## src/rtl/pipe_scheduler.sv

```systemverilog
// Pipe scheduler: scrolls a 16x16 pipe playfield, injects template columns at a fixed
// gap, counts pipes passing the bird column and runs a 4-bit LFSR for pattern selection.
module pipe_scheduler #(
  parameter int unsigned SPAWN_GAP = 6,
  parameter int unsigned BIRD_COL  = 12
) (
  input  logic                  clk_i,
  input  logic                  reset_ni,
  input  logic                  start_i,
  input  logic                  halt_i,
  input  logic                  step_i,
  input  logic [15:0][15:0]     pattern_i,
  output logic [3:0]            random_o,
  output logic [15:0][15:0]     grid_o,
  output logic                  spawned_o,
  output logic [7:0]            score_o,
  output logic [1:0]            state_o
);

  typedef enum logic [1:0] {
    StIdle   = 2'b00,
    StRun    = 2'b01,
    StFrozen = 2'b10
  } state_e;

  localparam logic [3:0] GapLast = 4'(SPAWN_GAP - 1);

  state_e           state_q, state_d;
  logic [3:0]       lfsr_q, lfsr_d;
  logic [15:0][15:0] grid_q, grid_d;
  logic [7:0]       score_q, score_d;
  logic [3:0]       gap_q, gap_d;
  logic             spawned_q, spawned_d;

  logic             col_hit;
  logic             inject;
  logic             unused_pattern;

  // Only bit 0 of each template row feeds the playfield.
  always_comb begin
    unused_pattern = 1'b0;
    for (int r = 0; r < 16; r++) begin
      unused_pattern = unused_pattern ^ (^pattern_i[r][15:1]);
    end
  end

  // Bird-column occupancy before the shift, and whether this step injects.
  always_comb begin
    col_hit = 1'b0;
    for (int r = 0; r < 16; r++) begin
      col_hit = col_hit | grid_q[r][BIRD_COL];
    end
    inject = (gap_q == GapLast);
  end

  // Next-state logic; halt outranks step and start while running.
  always_comb begin
    state_d   = state_q;
    lfsr_d    = lfsr_q;
    grid_d    = grid_q;
    score_d   = score_q;
    gap_d     = gap_q;
    spawned_d = 1'b0;

    if (state_q != StFrozen) begin
      lfsr_d = {lfsr_q[2:0], lfsr_q[3] ^ lfsr_q[2]};
    end

    unique case (state_q)
      StIdle: begin
        grid_d  = '0;
        score_d = '0;
        if (start_i) begin
          state_d = StRun;
          gap_d   = GapLast;
        end
      end
      StRun: begin
        if (halt_i) begin
          state_d = StFrozen;
        end else if (step_i) begin
          for (int r = 0; r < 16; r++) begin
            grid_d[r] = {grid_q[r][14:0], inject & pattern_i[r][0]};
          end
          gap_d     = inject ? 4'd0 : gap_q + 4'd1;
          spawned_d = inject;
          if (col_hit && (score_q != 8'hff)) begin
            score_d = score_q + 8'd1;
          end
        end
      end
      StFrozen: begin
        if (start_i && !halt_i) begin
          state_d = StRun;
          grid_d  = '0;
          score_d = '0;
          gap_d   = GapLast;
        end
      end
      default: begin
        state_d = StIdle;
      end
    endcase
  end

  // State registers with asynchronous reset.
  always_ff @(posedge clk_i or negedge reset_ni) begin
    if (!reset_ni) begin
      state_q   <= StIdle;
      lfsr_q    <= 4'b1001;
      grid_q    <= '0;
      score_q   <= '0;
      gap_q     <= '0;
      spawned_q <= 1'b0;
    end else begin
      state_q   <= state_d;
      lfsr_q    <= lfsr_d;
      grid_q    <= grid_d;
      score_q   <= score_d;
      gap_q     <= gap_d;
      spawned_q <= spawned_d;
    end
  end

  assign random_o  = lfsr_q;
  assign grid_o    = grid_q;
  assign spawned_o = spawned_q;
  assign score_o   = score_q;
  assign state_o   = state_q;

endmodule

```

## config.mk

```make
export PLATFORM = sky130hd
export DESIGN_NAME = pipe_scheduler
export DESIGN_NICKNAME = d
export VERILOG_FILES = /design/src/rtl/pipe_scheduler.sv
export SDC_FILE = /design/constraint.sdc
export NUM_CORES = 1
export LEC_CHECK = 0
export CAP_MARGIN = 20
export CORE_MARGIN = 10
export CORE_UTILIZATION = 30
export DETAILED_ROUTE_END_ITERATION = 10
export MAX_ROUTING_LAYER = met4
export PLACE_DENSITY = 0.69
export SYNTH_ARGS = -nofsm -noshare
export SYNTH_HDL_FRONTEND = slang
export SYNTH_SLANG_ARGS = --single-unit
```

## constraint.sdc

```tcl
create_clock -name clk_i -period 1.78 [get_ports clk_i]
set_input_delay 0.534 -clock clk_i [delete_from_list [all_inputs] [get_ports clk_i]]
set_output_delay 0.534 -clock clk_i [all_outputs]
set_load 0.01 [all_outputs]
```

# After elaboration in Yosys (flattened, before gate mapping)
# Cells that the tools add are included.
# totals
register_bits,275
out_inout_bits,271
wordCells,97
inputBits,261
# op_classes
mux,22
bitwise,32
addsub,2
n_eq_ne,11
reduce_logical,9
# op_table
operator,count
256-bit 2-to-1 mux,3
256-bit case mux with 3 select lines,1
8-bit 2-to-1 mux,4
8-bit case mux with 3 select lines,1
4-bit 2-to-1 mux,5
1-bit AND,16
1-bit OR,15
"2-bit inequality test, second input constant",7
4-bit case mux with 3 select lines,1
5-bit AND reduction,2
"8-bit by 1-bit adder with 8-bit output, second input constant",1
"8-bit inequality test, second input constant",1
2-bit 2-to-1 mux,3
2-bit case mux with 3 select lines,1
"4-bit by 1-bit adder with 4-bit output, second input constant",1
"4-bit by 3-bit equality test with 1-bit output, second input constant",1
4-bit AND reduction,1
1-bit 2-to-1 mux,3
3-bit AND reduction,1
3-bit nonzero test,1
"2-bit by 1-bit equality test with 1-bit output, second input constant",1
"2-bit equality test, second input constant",1
1-bit logical AND,2
2-bit zero test,1
other kinds (2),2

# Depth between registers and ports, before layout
# depth
word_depth,20
ltp_mapped,7
mapped_depth_nobuf,6

# Least setup slack after synthesis
# No wires, ideal clock.
# synth_timing
path_type,input to register
start,in halt_i
end,"reg score_q[7], in the netlist score_o[7]"
setup_slack_ns,0.016
required_time_ns,1.654
setup_time_ns,0.126
stages,5
path_buffers,2
arrival_ns,1.638
cell_sequence,or3b_4 -> and2_1 -> buf_6 -> buf_6 -> a221o_1
# synth_between
elab_chain_len,4
elab_cells_between_ends,5
cone_classes,eq/ne (2); reduce/logical (3)
# synth_rtl
item,line,text
from (decl),10,"input logic halt_i,"
1-bit zero test,93,if (start_i && !halt_i) begin
1-bit logical AND,93,
2-bit inequality test (no source line),--,
5-bit AND reduction (no source line) (*),--,
to (signal assigned),119,score_q <= score_d;
to (decl),31,"logic [7:0] score_q, score_d;"
# Mark *: on every way between the ends. The rest lies on a longest branch, timed or not.
# A chain may end at the register's enable or synchronous reset.

# Worst setup path after layout
# layout_timing
start,reg grid_q (netlist bit grid_o[209])
end,out grid_o[209] in the netlist's numbering
# layout_lines
item,line,text
from (decl),30,"logic [15:0][15:0] grid_q, grid_d;"
from (signal assigned),118,grid_q <= grid_d;
to (decl),14,"output logic [15:0][15:0] grid_o,"
# No word-level cell between the ends.

==> results.py <==
metrics = {
    "floorplanning": {
        "initial_core_util": 0.305,
        "placement_rows": 67,
        "core_area_mm2": 0.0336,
        "die_h_um": 205,
        "dieArea_mm2": 0.0420,
        "die-width_um": 205,
        "num_io_pins": 532,
    },
    "global_routing": {
        "grt_max_degree": 58,
        "grt_first_pass_wirelength_um": 49500,
        "grt_usage": 0.152,
        "grt_overflow_total": 0,
        "grt_pass1_vias": 8215,
        "antenna_found_initial": 1,
    },
    "sta": {
        "fin_crit_sh": 0.977,
        "rsz0062_at_grt": "true",
        "min_period_ns": 1.74,
        "worst_slack_ns": 0.0409,
        "skew_ns": 0.00776,
        "tns_ns": 0,
        "hold_viol_final": 0,
        "finalMaxSlewViolations": 0,
        "relSlewSlack": 0.777,
        "hold_ws_ns": 0.435,
        "tightest_slew_ns": 0.334,
        "clock.fmax_mhz": 575,
        "setup_viol": 0,
    },
    "drt": {
        "postRouteAntennaNets": 0,
        "vias_per_cell": 5.05,
        "wl_per_cell_um": 20.5,
        "drt_iter0_drc": 495,
        "firstDrtPassIters": 5,
        "drc": 0,
        "vias": 7961,
        "drt-total-wl_um": 32300,
    },
    "worst_setup_path": {
        "crit_buf_inv": 1,
        "start_kind": "flip-flop",
        "crit_path_max_fanout": 2,
        "crit_path_end_kind": "output pin",
        "cp_cell_sequence": "clkdlybuf4s15_2",
        "crit_family": "flip-flops",
        "cp.required_ns": 1.25,
        "critPathArrivalTime_ns": 1.21,
        "path_class": "reg2out",
        "cpMaxStageDelayCell": "dfrtp_1",
        "max_stage_delay_ns": 0.41,
    },
    "min_path": {
        "hold_class": "in2async",
    },
    "cells_and_area": {
        "synthToLayoutAreaGrowth_pct": 49.2,
        "final_common_cell": "dfrtp_1",
        "n_antenna_cell": 0,
        "most-common-layout-cells": "dfrtp_1 (266), a22o_1 (256), buf_4 (128), clkdlybuf4s15_1 (125), clkbuf_2 (69)",
        "fin_area_mm2": 0.0153,
        "drive_gt1_frac": 0.324,
        "final_nets": 1372,
        "fin_cells": 1576,
        "nFillCells": 3034,
    },
    "synthesis": {
        "ys_ff_latch": 275,
        "synth_edf_count": 0,
        "ys_types": 46,
        "syn-num-nets": 958,
        "syn-instance-count": 694,
        "syn-cell-area_mm2": 0.0103,
        "seq_area_frac_synth": 0.671,
        "ys.flop_type": "dfrtp_1",
        "synthArstFlopShare": 1.00,
        "syn_avg_cell_area_um2": 14.8,
        "ys_warn_count": 0,
    },
    "cts": {
        "cts_root_buf": "clkbuf_16",
        "cts.sinks": 275,
        "cts_tree": "yes",
        "htreeDepth": 1,
        "cts_buffer_depth": 3,
        "cts_buffers": 29,
        "worstSkewPairLatency_ns": 0.54,
        "clkTransAtPathRegs_ns": 0.06,
    },
    "placement": {
        "dp.final_hpwl_um": 22600,
        "numPortBuffers": 291,
        "place_congestion": 0.859,
        "dp_slack_ns": -0.500,
        "place_area_mm2": 0.0141,
        "dp.cells": 1447,
    },
    "power_and_ir_drop": {
        "p_per_area_mw_per_mm2": 1070,
        "leakagePower_nw": 7.60,
        "ir_drop_mv": 0.820,
    },
    "run": {
        "max_cap_viol_count": 0,
    },
    "outcome": {
        "status": "finished, final reports clean",
    },
}
-- registers in the layout (all words and copies together), names as in the netlist --
| register | cells |
|---|---|
| grid_o | 256 |
| score_o | 8 |
| gap_q | 4 |
| random_o | 4 |
| state_o | 2 |
| spawned_o | 1 |
-- per-layer routing --
layer,up-vias,part of all wire,GRT usage
met5,-,0,-
met3,41,0.11,0.0654
met2,338,0.45,0.226
li1,3531,-,-
met4,0,0.015,0.0291
met1,4051,0.42,0.191
-- area by class of cell --
type	count	area (um2)	area share
clock buffers	43	848	0.0554
inverters	7	26.3	0.00172
well taps	448	561	0.0366
repair buffers	444	3900	0.255
flip-flops and latches	275	6890	0.450
multi-input cells	351	2950	0.193
clock inverters	8	118	0.00769
-- cells in the mapped netlist, drive strengths merged, types with 3 or more instances --
cell type / number / area (um2)
a21oi: 7 / 35.0
a22o: 256 / 2240
a31oi: 7 / 43.8
buf: 49 / 404
clkbuf: 12 / 45.0
dfrtp: 273 / 6830
ha: 3 / 37.5
inv: 7 / 26.3
mux2: 4 / 45.0
nand2: 4 / 15.0
nand2b: 6 / 37.5
nand3: 7 / 40.0
nand3b: 3 / 22.5
nand4: 4 / 25.0
nor2: 8 / 32.5
nor2b: 3 / 18.8
nor3: 3 / 15.0
nor4: 4 / 25.0
o21ai: 3 / 15.0
-- power breakdown --
group          internal (W)  switching, W  total, W  leakage [nW]
registers           0.00647      0.000159   0.00663          3.81
clock network       0.00370       0.00243   0.00613         0.474
logic               0.00136       0.00227   0.00363          3.32
total                0.0115       0.00487    0.0164          7.60
-- path summary, 6_finish.rpt --
| path | startpoint | endpoint | slack, ns | cells after the start |
|---|---|---|---|---|
| worst min-delay path | reset_ni | grid_o[67] | 0.43 | 2 |
| worst max register to register | state_o[0] | grid_o[58] | 0.05 | 5 |
| worst min register to register | grid_o[239] | grid_o[239] | 0.50 | 1 |
| worst max-delay path | grid_o[209] | grid_o[209] | 0.04 | 1 |
| max in group asynchronous | reset_ni | grid_o[85] | 0.69 | 4 |
| min in group clk_i | grid_o[239] | grid_o[239] | 0.50 | 1 |
-- stage by stage --
step,power [W],util
2_1_floorplan,0.00925,-
3_3_place_gp,0.0103,0.420
3_5_place_dp,0.0104,0.420
4_1_cts,0.0166,0.462
5_1_grt,0.0172,0.455
6_report,0.0164,0.455
-- cell families after synthesis --
logic type,synth area share
buffers and inverters,0.0464
xor gates and xnor gates,0.000854
and+or+nand+nor,0.0304
adders and majority gates,0.00366
muxes,0.00634
DFF,0.671
AOI/OAI and AO/OA,0.241
-- repair_timing --
item	4_1_cts	5_1_grt
endpoints found under the setup margin	271	140
hold endpoints to repair	24	0
setup buffers	61	17
hold buffers	1	0
gates resized for setup	622	137
Power figures use the tool's default switching activity.
==> edit: new RTL, same settings <==
Reset style: synchronous (`reset_ni`), changed in one clocked block. Comments in the files are not updated.
--- a/src/rtl/pipe_scheduler.sv
+++ b/src/rtl/pipe_scheduler.sv
@@ -106,3 +106,3 @@
   // State registers with asynchronous reset.
-  always_ff @(posedge clk_i or negedge reset_ni) begin
+  always_ff @(posedge clk_i) begin
     if (!reset_ni) begin
Function: differs if reset_ni is asserted again (counterexample within 4 cycles, from zero or initial values and one cycle with reset_ni low); with reset_ni held inactive, the same outputs for 4 cycles.
==> edit against the original RTL <==
Synthesized cell count up 40%; global-route usage down 0.33 points; cell count up 10%; synthesized area down 2.0%; fmax about the same; cell area down 4.2%; via count up 6.6%; count of clock-buffer cells in the layout down 2; sequential cell count unchanged; setup slack about the same; wire length down 1.1%; critical path depth unchanged.
Power is not compared: it rests on default switching activity, and its combinational part moved more than twofold at a synthesized area within 25%.
==> edit: results (changes against the original RTL) <==
CTS
  • Post-CTS repair timing setup buffer count: 2 (-97%)
  • Worst skew pair latency: about 550 ps
  • Number of gates resized after CTS: 489 (-21%)
  • Cts bufs inserted: 31 (+6.9%)
  • CTS Buffer Depth: 3 (unchanged)
  • H-tree levels: 1 (unchanged)
  • CTS root buf: clkbuf_16
  • Clock transition at path regs: 60 ps (about the same)

Placement
  • Pre-CTS setup slack: -768 ps (-268 ps)
  • DP HPWL: 22200 microns (-1.6%)
  • PortBufs: 291 (unchanged)
  • GPL Wtd Cong: 0.786 (-8.4%)

Power and ir drop
  • Leakage: ~5.3 nW
  • Worst VDD drop: 0.639 mV
  • Int Pwr: 10.9 mW

Worst setup path
  • Crit Path Max Fanout: 3 (+1)
  • Cell family with most CP delay: flip-flops
  • Max incr delay on CP: 360 ps (-50 ps)
  • Crit path max-delay cell type: dfxtp_1
  • Worst R2R Setup Slack: 90 ps (+40 ps)
  • Arr. time, crit path: 1210 ps (about the same)

Global route
  • Tot GR Track Use: 0.149 (-0.00328)
  • Initial antenna violation count: 2 (+1)
  • Global-route wire length before repair: 49100 microns (-0.85%)
  • Largest net degree at the start of global routing: 179 (+210%)
  • Number of global-route vias before repair: 8304 (+1.1%)

Finish
  • # fillers: 3148 (+3.8%)
  • Net count, final: 1535 (+12%)
  • Non-filler cells, final: 1739 (+10%)
  • Max reg flops: 256 (unchanged)
  • Layout cells sized above 1: 0.211 (-0.113)

Detailed routing
  • Via count: 8483 (+6.6%)
  • DRT Pass-1 Iters: 4 (-1)
  • Total Wirelength: 32000 microns (-1.1%)
  • Initial drt markers: 461 (-6.9%)

STA
  • Final Skew: 6.88 ps (-0.882 ps)
  • Hold_ws: 279 ps (-156 ps)
  • Fmax: 575 MHz (about the same)
  • Tightest Pin Transition: 705 ps (+371 ps)

Logic synthesis
  • Cells after Synth: 975 (+40%)
  • Top FF cell, synth: dfxtp_1
  • Sequential-to-total area share from yosys stat: 0.548 (-0.123)
  • Synth area leaders: dfxtp_1 55%, a22oi_1 19%, nor2b_1 16%
  • Synth cell count leaders: 275 x dfxtp_1, 260 x nor2b_1, 256 x a22oi_1
  • Ys Warns: 0 (unchanged)
  • Mapped Nets: 1239 (+29%)
  • Async S/R FF share, synth: 0 (-1.00)
  • Yosys cell types: 40 (-13%)

Status
  • Status: finished clean

Hold path
  • Worst hold path class: in2reg
edit: cell count changes after synthesis, sizes merged, moves of 4 or more:
cell and change:
a22o -256, a22oi +255, clkbuf +27, dfrtp -273, dfxtp +275, inv -4
nand2 +9, nor2b +257, o21ai +9
edit: cells by family after synthesis:
kind of cell	count (synthesis)	synth area share
multiplexers	6	0.00610
AO/OA/AOI/OAI	287	0.210
flip-flops	275	0.548
AND/OR/NAND/NOR	312	0.190
buffers and inverters	91	0.0407
adder cells (fa/ha/maj)	3	0.00374
XOR/XNOR	1	0.000872
edit: power by group through the flow:
stage               Clock [mW]  Sequential (mW)  Combinational (mW)
floorplan                    0             6.34               0.476
global placement             0             6.33               0.793
detailed placement           0             6.33               0.798
CTS                       7.20             6.19               0.815
global route              7.44             6.19               0.879
finish                    6.99             6.19               0.815
edit: metrics by stage:
step	TNS (ps)	cell area, sq um
global route	-214	14700
floorplan	0	10000
global placement	-154920	13700
CTS	-9.45	14800
finish	0	14700
detailed placement	-170360	13700
edit: cell type report:
type	instances	area [sq um]	share of cell area
sequential	275	5570	0.380
multi-input combinational	609	4210	0.287
timing repair buffer	351	3180	0.217
clock buffer	41	873	0.0596
tap	442	553	0.0377
clock inverter	16	260	0.0177
inverter	3	11.3	0.000768
antenna	2	5.00	0.000341
edit: per-layer routing:
layer	global-route usage	share of wire
met1	0.182	0.44
met2	0.218	0.44
met3	0.0669	0.11
met4	0.0384	0.023
met5	-	0
edit: final timing paths:
path	start	depth (start not counted)	to
setup / recovery	grid_o[193]	1	grid_o[193]
hold / removal	reset_ni	2	state_o[0]
setup reg to reg	grid_o[156]	8	score_o[2]
hold reg to reg	score_o[5]	1	score_o[5]
